## config.mk

```make
export PLATFORM = sky130hd
export DESIGN_NAME = gray_counter
export DESIGN_NICKNAME = d
export VERILOG_FILES = /design/src/rtl/gray_pkg.sv /design/src/rtl/bin2gray_enc.sv /design/src/rtl/gray_counter.sv
export SDC_FILE = /design/constraint.sdc
export NUM_CORES = 1
export LEC_CHECK = 0
export ABC_AREA = 1
export ABC_CLOCK_PERIOD_IN_PS = 3400
export CORE_MARGIN = 2
export CORE_UTILIZATION = 30
export CTS_CLUSTER_SIZE = 40
export DETAILED_ROUTE_END_ITERATION = 10
export PLACE_DENSITY = 0.62
export SETUP_SLACK_MARGIN = 0.02
export SLEW_MARGIN = 40
export SYNTH_ARGS = -nofsm -noshare
export SYNTH_HDL_FRONTEND = slang
export SYNTH_SLANG_ARGS = --single-unit
```

## constraint.sdc

```tcl
create_clock -name clk -period 3.4 [get_ports clk]
set_clock_uncertainty 0.1 [all_clocks]
set_input_delay 0.68 -clock clk [delete_from_list [all_inputs] [get_ports clk]]
set_output_delay 0.68 -clock clk [all_outputs]
set_load 0.1 [all_outputs]
```

## src/rtl/gray_pkg.sv

```systemverilog
// Shared Gray-code helpers and counter operation encoding for the
// binary/Gray counter family and its downstream consumers.
package gray_pkg;

   localparam int unsigned GRAY_MAX_WIDTH = 32;

   // Operation selected for the current cycle; reset is handled in the
   // register process and therefore has no encoding here.
   typedef enum logic [1:0] {
      OP_HOLD = 2'd0,
      OP_LOAD = 2'd1,
      OP_UP   = 2'd2,
      OP_DOWN = 2'd3
   } cnt_op_e;

   function automatic logic [GRAY_MAX_WIDTH-1:0] bin2gray(
      input logic [GRAY_MAX_WIDTH-1:0] b
   );
      return b ^ (b >> 1);
   endfunction

   // Prefix XOR from the MSB down; zero-extended narrow codes decode correctly.
   function automatic logic [GRAY_MAX_WIDTH-1:0] gray2bin(
      input logic [GRAY_MAX_WIDTH-1:0] g
   );
      logic [GRAY_MAX_WIDTH-1:0] b;
      b = '0;
      b[GRAY_MAX_WIDTH-1] = g[GRAY_MAX_WIDTH-1];
      for (int unsigned i = GRAY_MAX_WIDTH - 1; i > 0; i--) begin
         b[i-1] = b[i] ^ g[i-1];
      end
      return b;
   endfunction

endpackage

```

## src/rtl/bin2gray_enc.sv

```systemverilog
// Purely combinational WIDTH-bit binary to reflected-binary Gray encoder
// built on the shared package function.
module bin2gray_enc
   import gray_pkg::*;
#(
   parameter int unsigned WIDTH = 32
) (
   input  logic [WIDTH-1:0] bin_i,
   output logic [WIDTH-1:0] gray_o
);

   logic [GRAY_MAX_WIDTH-1:0] bin_wide;
   logic [GRAY_MAX_WIDTH-1:0] gray_wide;

   // Zero-extension keeps the top Gray bit equal to the top binary bit.
   always_comb begin
      bin_wide = '0;
      bin_wide[WIDTH-1:0] = bin_i;
   end

   assign gray_wide = bin2gray(bin_wide);
   assign gray_o    = gray_wide[WIDTH-1:0];

   generate
      if (WIDTH < GRAY_MAX_WIDTH) begin : g_unused_hi
         logic unused_hi;
         assign unused_hi = ^gray_wide[GRAY_MAX_WIDTH-1:WIDTH];
      end
   endgenerate

endmodule

```

## src/rtl/gray_counter.sv

```systemverilog
// Up/down binary counter with load; binary and Gray views are both
// registered so gray_o changes one bit per counting step.
module gray_counter
   import gray_pkg::*;
#(
   parameter int unsigned WIDTH = 32
) (
   input  logic             clk,
   input  logic             nrst,
   input  logic             en,
   input  logic             up,
   input  logic             load,
   input  logic [WIDTH-1:0] load_bin,
   output logic [WIDTH-1:0] bin_o,
   output logic [WIDTH-1:0] gray_o,
   output logic             wrap_o
);

   cnt_op_e          op;
   logic [WIDTH-1:0] cnt_d,  cnt_q;
   logic [WIDTH-1:0] gray_d, gray_q;
   logic             wrap_d, wrap_q;

   always_comb begin
      op = OP_HOLD;
      if (load) begin
         op = OP_LOAD;
      end else if (en) begin
         op = up ? OP_UP : OP_DOWN;
      end
   end

   always_comb begin
      cnt_d  = cnt_q;
      wrap_d = 1'b0;
      unique case (op)
         OP_LOAD: cnt_d = load_bin;
         OP_UP: begin
            cnt_d  = cnt_q + 1'b1;
            wrap_d = &cnt_q;
         end
         OP_DOWN: begin
            cnt_d  = cnt_q - 1'b1;
            wrap_d = ~|cnt_q;
         end
         default: cnt_d = cnt_q;
      endcase
   end

   // Encoding the next binary value keeps gray_q registered, not derived from cnt_q.
   bin2gray_enc #(
      .WIDTH (WIDTH)
   ) u_enc (
      .bin_i  (cnt_d),
      .gray_o (gray_d)
   );

   always_ff @(posedge clk) begin
      if (!nrst) begin
         cnt_q  <= '0;
         gray_q <= '0;
         wrap_q <= 1'b0;
      end else begin
         cnt_q  <= cnt_d;
         gray_q <= gray_d;
         wrap_q <= wrap_d;
      end
   end

   assign bin_o  = cnt_q;
   assign gray_o = gray_q;
   assign wrap_o = wrap_q;

endmodule

```

**After elaboration in Yosys (flattened, before gate mapping)**

Cells that the tools add are included.

- Logic and storage cells: 17
- Bits in read-only memories: 0
- Input port bits: 37
- Latch bits: 0
- RAM bits: 0
- Bits in registers: 65
- Memories: 0
- Output and inout port bits: 65

- $add $sub $neg: 2
- Divide/modulo/power cells: 0
- Shift-type cells: 0
- Eq/ne operators: 3
- Bitwise operators: 1
- Magnitude comparators: 0
- $mul: 0
- Reduce and logical (&&, ||, !) cells: 3
- Muxes and demuxes: 5

Operators with widths:

| cell | number |
|---|---|
| case mux 32 bit (3 select lines) | 1 |
| adder 32 x 1 -> 32 bit (second input constant) | 1 |
| AND reduction 32 bit | 1 |
| OR reduction 32 bit | 1 |
| subtractor 32 x 1 -> 32 bit (second input constant) | 1 |
| bitwise XOR 32 x 31 -> 32 bit | 1 |
| equality test 2 bit (second input constant) | 2 |
| 2-to-1 mux 2 bit | 2 |
| equality test 2 x 1 -> 1 bit (second input constant) | 1 |
| case mux 1 bit (2 select lines) | 1 |
| zero test 1 bit | 1 |
| 2-to-1 mux 1 bit | 1 |

**Longest topological paths before layout**

Gate-level depths: netlist (run 1).

- Word-level depth: 6
- Depth in mapped cells: 23
- Gate-level depth less buffers: 22

**Cells and area by module**

A second synthesis (run 1) with hierarchy kept.

- Cells, all modules: 898
- Area, all modules: 5258.8 sq um

By module, submodules not included:

| module | cells an instance | times used | area an instance (sq um) | seq. area each (sq um) |
|---|---|---|---|---|
| gray_counter | 772 | 1 | 4782.1 | 1301.2 |
| bin2gray_enc | 126 | 1 | 476.7 | 0.0 |

**Least setup slack after synthesis (run 1)**

No wires, ideal clock.

- Path kind: input to register
- From: input load
- To: register gray_q[28], in the netlist gray_o[28]
- Stages on the path: 23
- Buffers on the path: 2
- Setup slack: 0.695 ns
- Setup time: 0.109 ns
- Data required time: 3.191 ns
- Data arrival time: 2.496 ns
- Cells stage by stage: inv_2 > nand3_4 > buf_2 > buf_2 > nand2_1 > nand2_1 > inv_1 > ha_1 > inv_1 > nand2_1 > nand3_1 > nand2_1 > nand3_1 > nand2_2 > nand2_1 > nand2_1 > nand2_1 > nand3_1 > nand2_2 > nand2_2 > nand2_1 > nand2_1 > inv_1

- Longest elaborated chain between the ends: 4
- Elaborated cells on any way between the ends: 6
- Those cells by class: eq/ne (3); mux (2); bitwise (1)

RTL lines:

| what | RTL line | text |
|---|---|---|
| start: declaration | gray_counter.sv:12 | `input logic load,` |
| 2-to-1 mux 2 bit (*) | gray_counter.sv:26 | `if (load) begin` |
| equality test 2 bit or equality test 2 x 1 -> 1 bit (tied branches) | gray_counter.sv:36 | `unique case (op)` |
| case mux 32 bit (3 select lines) (*) | gray_counter.sv:36 |  |
| bitwise XOR 32 x 31 -> 32 bit (*) | gray_pkg.sv:19 | `return b ^ (b >> 1);` |
| end signal: assignment | gray_counter.sv:65 | `gray_q <= gray_d;` |
| end: declaration | gray_counter.sv:21 | `logic [WIDTH-1:0] gray_d, gray_q;` |

Mark *: on every way between the ends. The rest lies on a longest branch, timed or not.
A chain may end at the register's enable or synchronous reset.

**Final worst setup path (run 1)**

- From: input en
- To: register gray_q[20], in the netlist gray_o[20]

- Longest elaborated chain between the ends: 5
- Elaborated cells on any way between the ends: 7
- Those cells by class: eq/ne (3); mux (3); bitwise (1)

RTL lines:

| what | RTL line | text |
|---|---|---|
| start: declaration | gray_counter.sv:10 | `input logic en,` |
| 2-to-1 mux 2 bit (*) | gray_counter.sv:28 | `end else if (en) begin` |
| 2-to-1 mux 2 bit (*) | gray_counter.sv:26 |  |
| equality test 2 bit or equality test 2 x 1 -> 1 bit (tied branches) | gray_counter.sv:36 |  |
| case mux 32 bit (3 select lines) (*) | gray_counter.sv:36 |  |
| bitwise XOR 32 x 31 -> 32 bit (*) | gray_pkg.sv:19 |  |

Marked as above.

==> results of run 1 <==
==> critical path, cell delays in order <==
cell             delay, ps
clkdlybuf4s50_1        590
nand2_2                140
nor2_8                 120
buf_12                 200
buf_4                  160
nand2_1                 60
nand2_2                100
nand2_2                 70
nor2_2                 170
nand3_2                120
nand2_2                110
nand2_1                 80
nand3_1                 80
nand3_1                150
nand2_1                180
nand2_1                100
a21oi_2                140
==> cells in the final DEF (no fill, tap or decap), types with 2 or more instances in the layout <==
cell             instances
nand2_2                 31
nor2_1                  94
nand4_1                 12
a22oi_1                 15
nand3_2                  4
dfxtp_1                 64
clkbuf_16                9
o22ai_1                  9
a41oi_1                 12
nor3_2                   2
a21oi_1                 29
buf_4                  125
clkinv_1                 2
o21ai_1                  3
inv_2                   11
nand2_1                354
clkdlybuf4s50_1         36
buf_12                   4
nand3_1                 73
o221ai_1                 2
inv_1                  119
o221ai_2                 2
o41ai_1                  2
xor2_1                   8
nor2_4                   2
bufinv_16                3
o21ai_0                  5
nor4_1                   5
nor2_2                  15
nor3_1                   5
==> state kept, by name, indices dropped and copies added, names as in the netlist <==
| name | cells |
|---|---|
| gray_o | 31 |
| bin_o | 32 |
| wrap_o | 1 |
==> through the flow <==
stage	TNS [ps]	setup slack, ps	power, mW	cells	hold WS (ps)
2_1_floorplan	0	695	1.87	922	715
3_3_place_gp	-5.62	-5.02	2.24	1286	563
3_5_place_dp	0	5.30	2.24	1286	570
4_1_cts	0	358	3.36	1302	598
5_1_grt	0	35.9	3.49	1302	650
6_report	0	314	3.35	1302	597
==> kinds of logic (layout without fill, tap and decap cells) <==
logic type,after synthesis,after routing
AOI/OAI and AO/OA,88,88
buffers and inverters,158,313
adders and majority gates,1,1
DFF,64,64
and+or+nand+nor,602,602
xor gates and xnor gates,9,9
==> per-layer routing <==
layer / global-route usage (%) / wire length (um) / part of all wire (%) / vias up
li1: - / - / - / 3225
met1: 30.7 / 8970 / 47 / 2782
met2: 32.0 / 8340 / 43 / 241
met3: 3.95 / 1620 / 8.4 / 25
met4: 6.48 / 352 / 1.8 / 0
met5: 0 / 0 / 0 / -
==> how the worst min path moves through the flow <==
stage,cells past startpoint,from,end,slack (ps)
5_1_grt,4,bin_o[0],bin_o[0],650
2_1_floorplan,2,nrst,bin_o[3],710
3_5_place_dp,4,bin_o[0],bin_o[0],570
3_3_place_gp,4,bin_o[0],bin_o[0],560
6_report,4,bin_o[0],bin_o[0],600
4_1_cts,4,bin_o[0],bin_o[0],600
==> report_power, final <==
group / total (mW) / internal (mW) / leakage [nW] / switching, mW
sequential: 0.899 / 0.826 / 0.533 / 0.0730
clock: 1.11 / 0.740 / 0.169 / 0.373
combinational: 1.34 / 0.346 / 3.06 / 0.991
total: 3.35 / 1.91 / 3.76 / 1.44
==> area by class of cell <==
class,count,area (um^2),share of cell area (%)
clock buffer,10,239,3.37
timing repair buffer,165,1380,19.4
sequential,64,1280,18.1
clock inverter,6,115,1.62
multi-input combinational,700,3300,46.5
tap,225,282,3.97
inverter,132,495,6.99
==> results.md, run 1 <==
- Mux cell area share after synthesis: 0%
- Syn nets: 960
- Ys flop type: dfxtp_1
- Finished Cell Area: 7090 um^2
- Mapped Cells: 922
- Worst-path maximum fanout: 32
- Synth Area in Compound Gates: 11.4%
- Worst Setup SP: en
- Clock Tree Buf Depth: 2
- Worst vdd ir: 266 uV
- Worst Setup Start Kind: primary input
- Most instantiated library cell after synthesis: nand2_1
- Mapped cell area: 5240 um^2
- Layout Nets: 1,110
- Warnings from Yosys: 0
- Distinct cells, synth: 46
- Die area: 18,500 um^2
- RSZ-0062 raised after global routing: false
- End-of-flow core utilization: 41.3%
- CTS sink count: 64
- Vias in the first global route: 5,798
- First-pass GRT wire length: 30,600 um
- Synth area leader: nand2_1
- Starting DRT DRC Count: 599
- Hold_buf cts: 0
- Io pins: 102
- Worst Hold Class: reg -> reg
- WP data required: 3580 ps
- Synthesis-to-layout area growth: 35.3%
- H-tree levels: 3
- Main combinational cell family by area after synthesis: simple AND/OR/NAND/NOR gates
- Max-slew headroom at the worst pin: 50.2%
- Slew Limit Fails: 0
- Fraction of registers with async set or reset after synthesis: 0%
- Tmin final: 3090 ps
- Synth top cells by count: 354 x nand2_1, 119 x inv_1, 94 x nor2_1, 73 x nand3_1, 64 x dfxtp_1
- DRC errors left: 0
- Placed instance area: 6740 um^2
- Top post-synthesis cells by area: nand2_1 25%, dfxtp_1 24%, inv_1 8.5%
- Post-CTS Setup Bufs: 0
- Avg WL per Cell: 14.8 um
- Vias per inst: 4.82
- Final setup fails: 0
- Synth top area share: 25.3%
- Setup crit end: gray_o[20]
- RR Startpoint: bin_o[11]
- First-pass DRT Iterations: 5
- Post-synth EDFFs: 0
- GRT Util Overall: 21.3%
- Static leakage: 3.76 nW
- Final-report hold violation count: 0
- Clock root cell: clkbuf_16
- Final worst-path cycle share: 90.8%
- Initial antenna violation count: 0
- Die width: 136 um
- Crit path DAT: 3260 ps
- Average size of a mapped cell: 5.69 um^2
- Crit Path Class: in -> reg
- Ant diodes: 0
- Largest net degree at the start of global routing: 33
- Synth Area in XOR/XNOR: 1.50%
- Clock slew at reported path FFs: 60 ps
- Maxcap violations: 0
- Post-Route WL: 19,300 um
- GPL Wtd Cong: 0.970
- DP HPWL: 15,200 um
- Die height: 136 um
- Worst R2R Setup Slack: 1060 ps
- R2r endpoint: gray_o[20]
- CTS tree: built
- ANT nets after route: 0
- Clock buffer count from CTS: 9
- Remaining global-route overflow: 0
- Max Fclk: 324 MHz
- Post-CTS sizing: 0
- Flops & latches, synth: 64
- Post-synthesis sequential area ratio: 24.4%
- Clk Latency, worst-skew pair: 340 ps
- Fillers: 1,905
- Starting Density: 30.5%
- Worst slew pin tran: 747 ps
- Core Footprint: 17,200 um^2
- Worst setup EP type: flop
- Outcome: completed
- Synth Area in Adders: 0.239%
- PwrDens: 472 nW/um^2
- Rows: 48
- Buffers on Ports: 101
- Fraction of layout cells with a size suffix above 1: 20.1%
- R2r worst-path depth: 14
- Via count of the routed design: 6,273
- Synth Area in Simple Gates: 49.8%
No activity file was read; power rests on OpenSTA's default activity.
==> run 2, diff against run 1 <==
--- a/config.mk
+++ b/config.mk
@@ -11,7 +11,7 @@
 export CORE_UTILIZATION = 30
 export CTS_CLUSTER_SIZE = 40
 export DETAILED_ROUTE_END_ITERATION = 10
-export PLACE_DENSITY = 0.62
+export PLACE_DENSITY_LB_ADDON = 0.08
 export SETUP_SLACK_MARGIN = 0.02
 export SLEW_MARGIN = 40
 export SYNTH_ARGS = -nofsm -noshare
==> run 2 against run 1 <==
Combinational power about the same. Non-clock buffer count fell by 29. Maximum frequency shrank 1.6%. Flip-flop and latch count did not move. Sequential share of layout area grew 0.63 points. Total power down 0.72%. Register-to-register slack got worse by 100 ps.
==> results.md, run 2 (same netlist as run 1, synthesis figures left out) <==
- Via count of the routed design: 6,179
- Worst Hold Class: reg -> reg
- DP HPWL: 16,400 um
- Initial antenna violation count: 0
- First-pass DRT Iterations: 5
- CTS sink count: 64
- Worst-path maximum fanout: 8
- Inst Count DP: 1,257
- Clock root cell: clkbuf_16
- Internal power: 1.87 mW
- End-of-flow core utilization: 39.9%
- Max reg flops: 32
- Final hold slack: 590 ps
- Outcome: completed
- Seq pwr share: 27.1%
- Remaining global-route overflow: 0
- Clock power share: 33.4%
- Final-report hold violation count: 0
- DRC errors left: 0
- Fillers: 1,973
- Die area: 18,500 um^2
- Io pins: 102
- Setup TNS: 0 ps
- Max Fclk: 319 MHz
- Crit Path Class: in -> reg
- Clock slew at reported path FFs: 60 ps
- Tmin final: 3140 ps
- Clock Tree Buf Depth: 2
- Worst Setup Start Kind: primary input
- PwrDens: 485 nW/um^2
- Clk Latency, worst-skew pair: 350 ps
- Commonest non-fill, non-tap cell in the layout: nand2_1
- Critical-path cell list: clkdlybuf4s50_1, inv_2, nor2_4, buf_4, nand3_1, nand2_1, inv_1, nand2_1, nor2_1, nand2_1, nand2_1, a21oi_1, nand3_1, nand3_1, nand2_1, nand2_1, nand2_1, nand2_1, inv_1
- M1 WL: 10,700 um
- CTS tree: built
- GRT Util Overall: 22.8%
- Rows: 48
- Clock buffer count from CTS: 9
- RSZ-0062 raised after global routing: false
- Slowest cell delay on critical path: 610 ps
- Core Footprint: 17,200 um^2
- First-pass GRT wire length: 32,000 um
- Finished Cell Area: 6850 um^2
- Die height: 136 um
- Die width: 136 um
- Final worst-path cycle share: 92.3%
- Total Power: 3.32 mW
- Fraction of layout cells with a size suffix above 1: 17.9%
- ANT nets after route: 0
- Worst vdd ir: 267 uV
- H-tree levels: 3
- Starting Density: 30.5%
- Placed instance area: 6510 um^2
- Final setup fails: 0
- Post-Route WL: 20,700 um
- Max-slew headroom at the worst pin: 65.2%
- Layout Nets: 1,081
- Crit path DAT: 3290 ps
- Slew Limit Fails: 0
- Maxcap violations: 0
- Met3 WL: 1240 um
- Logic pwr share: 39.5%
- Crit path top cell by count: nand2_1
- Worst slew pin tran: 521 ps
- GPL Wtd Cong: 0.978
- Hold_buf cts: 0
- Sw Ratio: 43.8%
- Pre-CTS setup slack: -56.4 ps
- Avg WL per Cell: 16.2 um
- Largest net degree at the start of global routing: 43
- WL met2: 8440 um
- Buffers on Ports: 101
- Vias per inst: 4.85
- Final Non-Filler Cells: 1,273
- Worst setup margin: 263 ps
- Static leakage: 3.60 nW
- Post-CTS Setup Bufs: 0
- CP max stage cell: clkdlybuf4s50_1
- Ant diodes: 0
- Highest Signal Layer: met4
- WP data required: 3550 ps
- Most frequent cells in the layout: 354 x nand2_1, 119 x inv_1, 97 x buf_4
- Synthesis-to-layout area growth: 30.7%
- Worst setup EP type: flop
- Net Sw Power: 1.46 mW
- Post-CTS sizing: 0
- Starting DRT DRC Count: 500
- Vias in the first global route: 5,734
run 2: cell count changes in the layout (fill, tap and decap cells not counted):
cell / before / now
buf_4: 125 / 97
buf_12: 4 / 3
clkbuf_1: 0 / 1
clkbuf_8: 1 / 0
clkinv_4: 1 / 0
inv_6: 1 / 2
nor2_1: 94 / 93
nor2_2: 15 / 16
run 2: power groups by stage:
stage	combinational, mW	sequential (mW)	clock, mW
after floorplan	0.435	1.43	0
after global placement	1.31	0.921	0
after detailed placement	1.31	0.916	0
after CTS	1.31	0.902	1.13
after global routing	1.40	0.912	1.16
final	1.31	0.902	1.11
run 2: layout make-up:
type                    instances  area [um^2]  area share, %
repair buffers                136         1150           16.8
flip-flops and latches         64         1280           18.7
clock buffers                  10          229           3.34
well taps                     225          282           4.11
inverters                     132          495           7.23
clock inverters                 6          115           1.68
multi-input cells             700         3300           48.2
run 2: per-layer routing:
layer / track usage, % / up-vias
li1: - / 3175
met1: 36.0 / 2791
met3: 2.98 / 15
met4: 6.19 / 0
met2: 31.7 / 198
met5: 0 / -
run 2: final timing paths:
check        startpoint          to  slack [ps]  depth (start not counted)
max                  en  gray_o[26]         260                         19
min            bin_o[0]    bin_o[0]         590                          4
max reg2reg    bin_o[2]  gray_o[16]         960                         15
min reg2reg    bin_o[0]    bin_o[0]         590                          4
run 2: critical path: cells and delay by family:
family	cells	cell delay, ps
and+or+nand+nor	13	1280
buffers and inverters	5	1050
AOI/OAI and AO/OA	1	260
==> run 3, diff against run 2 <==
--- a/config.mk
+++ b/config.mk
@@ -17,3 +17,4 @@
 export SYNTH_ARGS = -nofsm -noshare
 export SYNTH_HDL_FRONTEND = slang
 export SYNTH_SLANG_ARGS = --single-unit
+export TNS_END_PERCENT = 20
==> results of run 3 <==
Same layout as run 2: the final DEF is identical, and so are final timing and power.
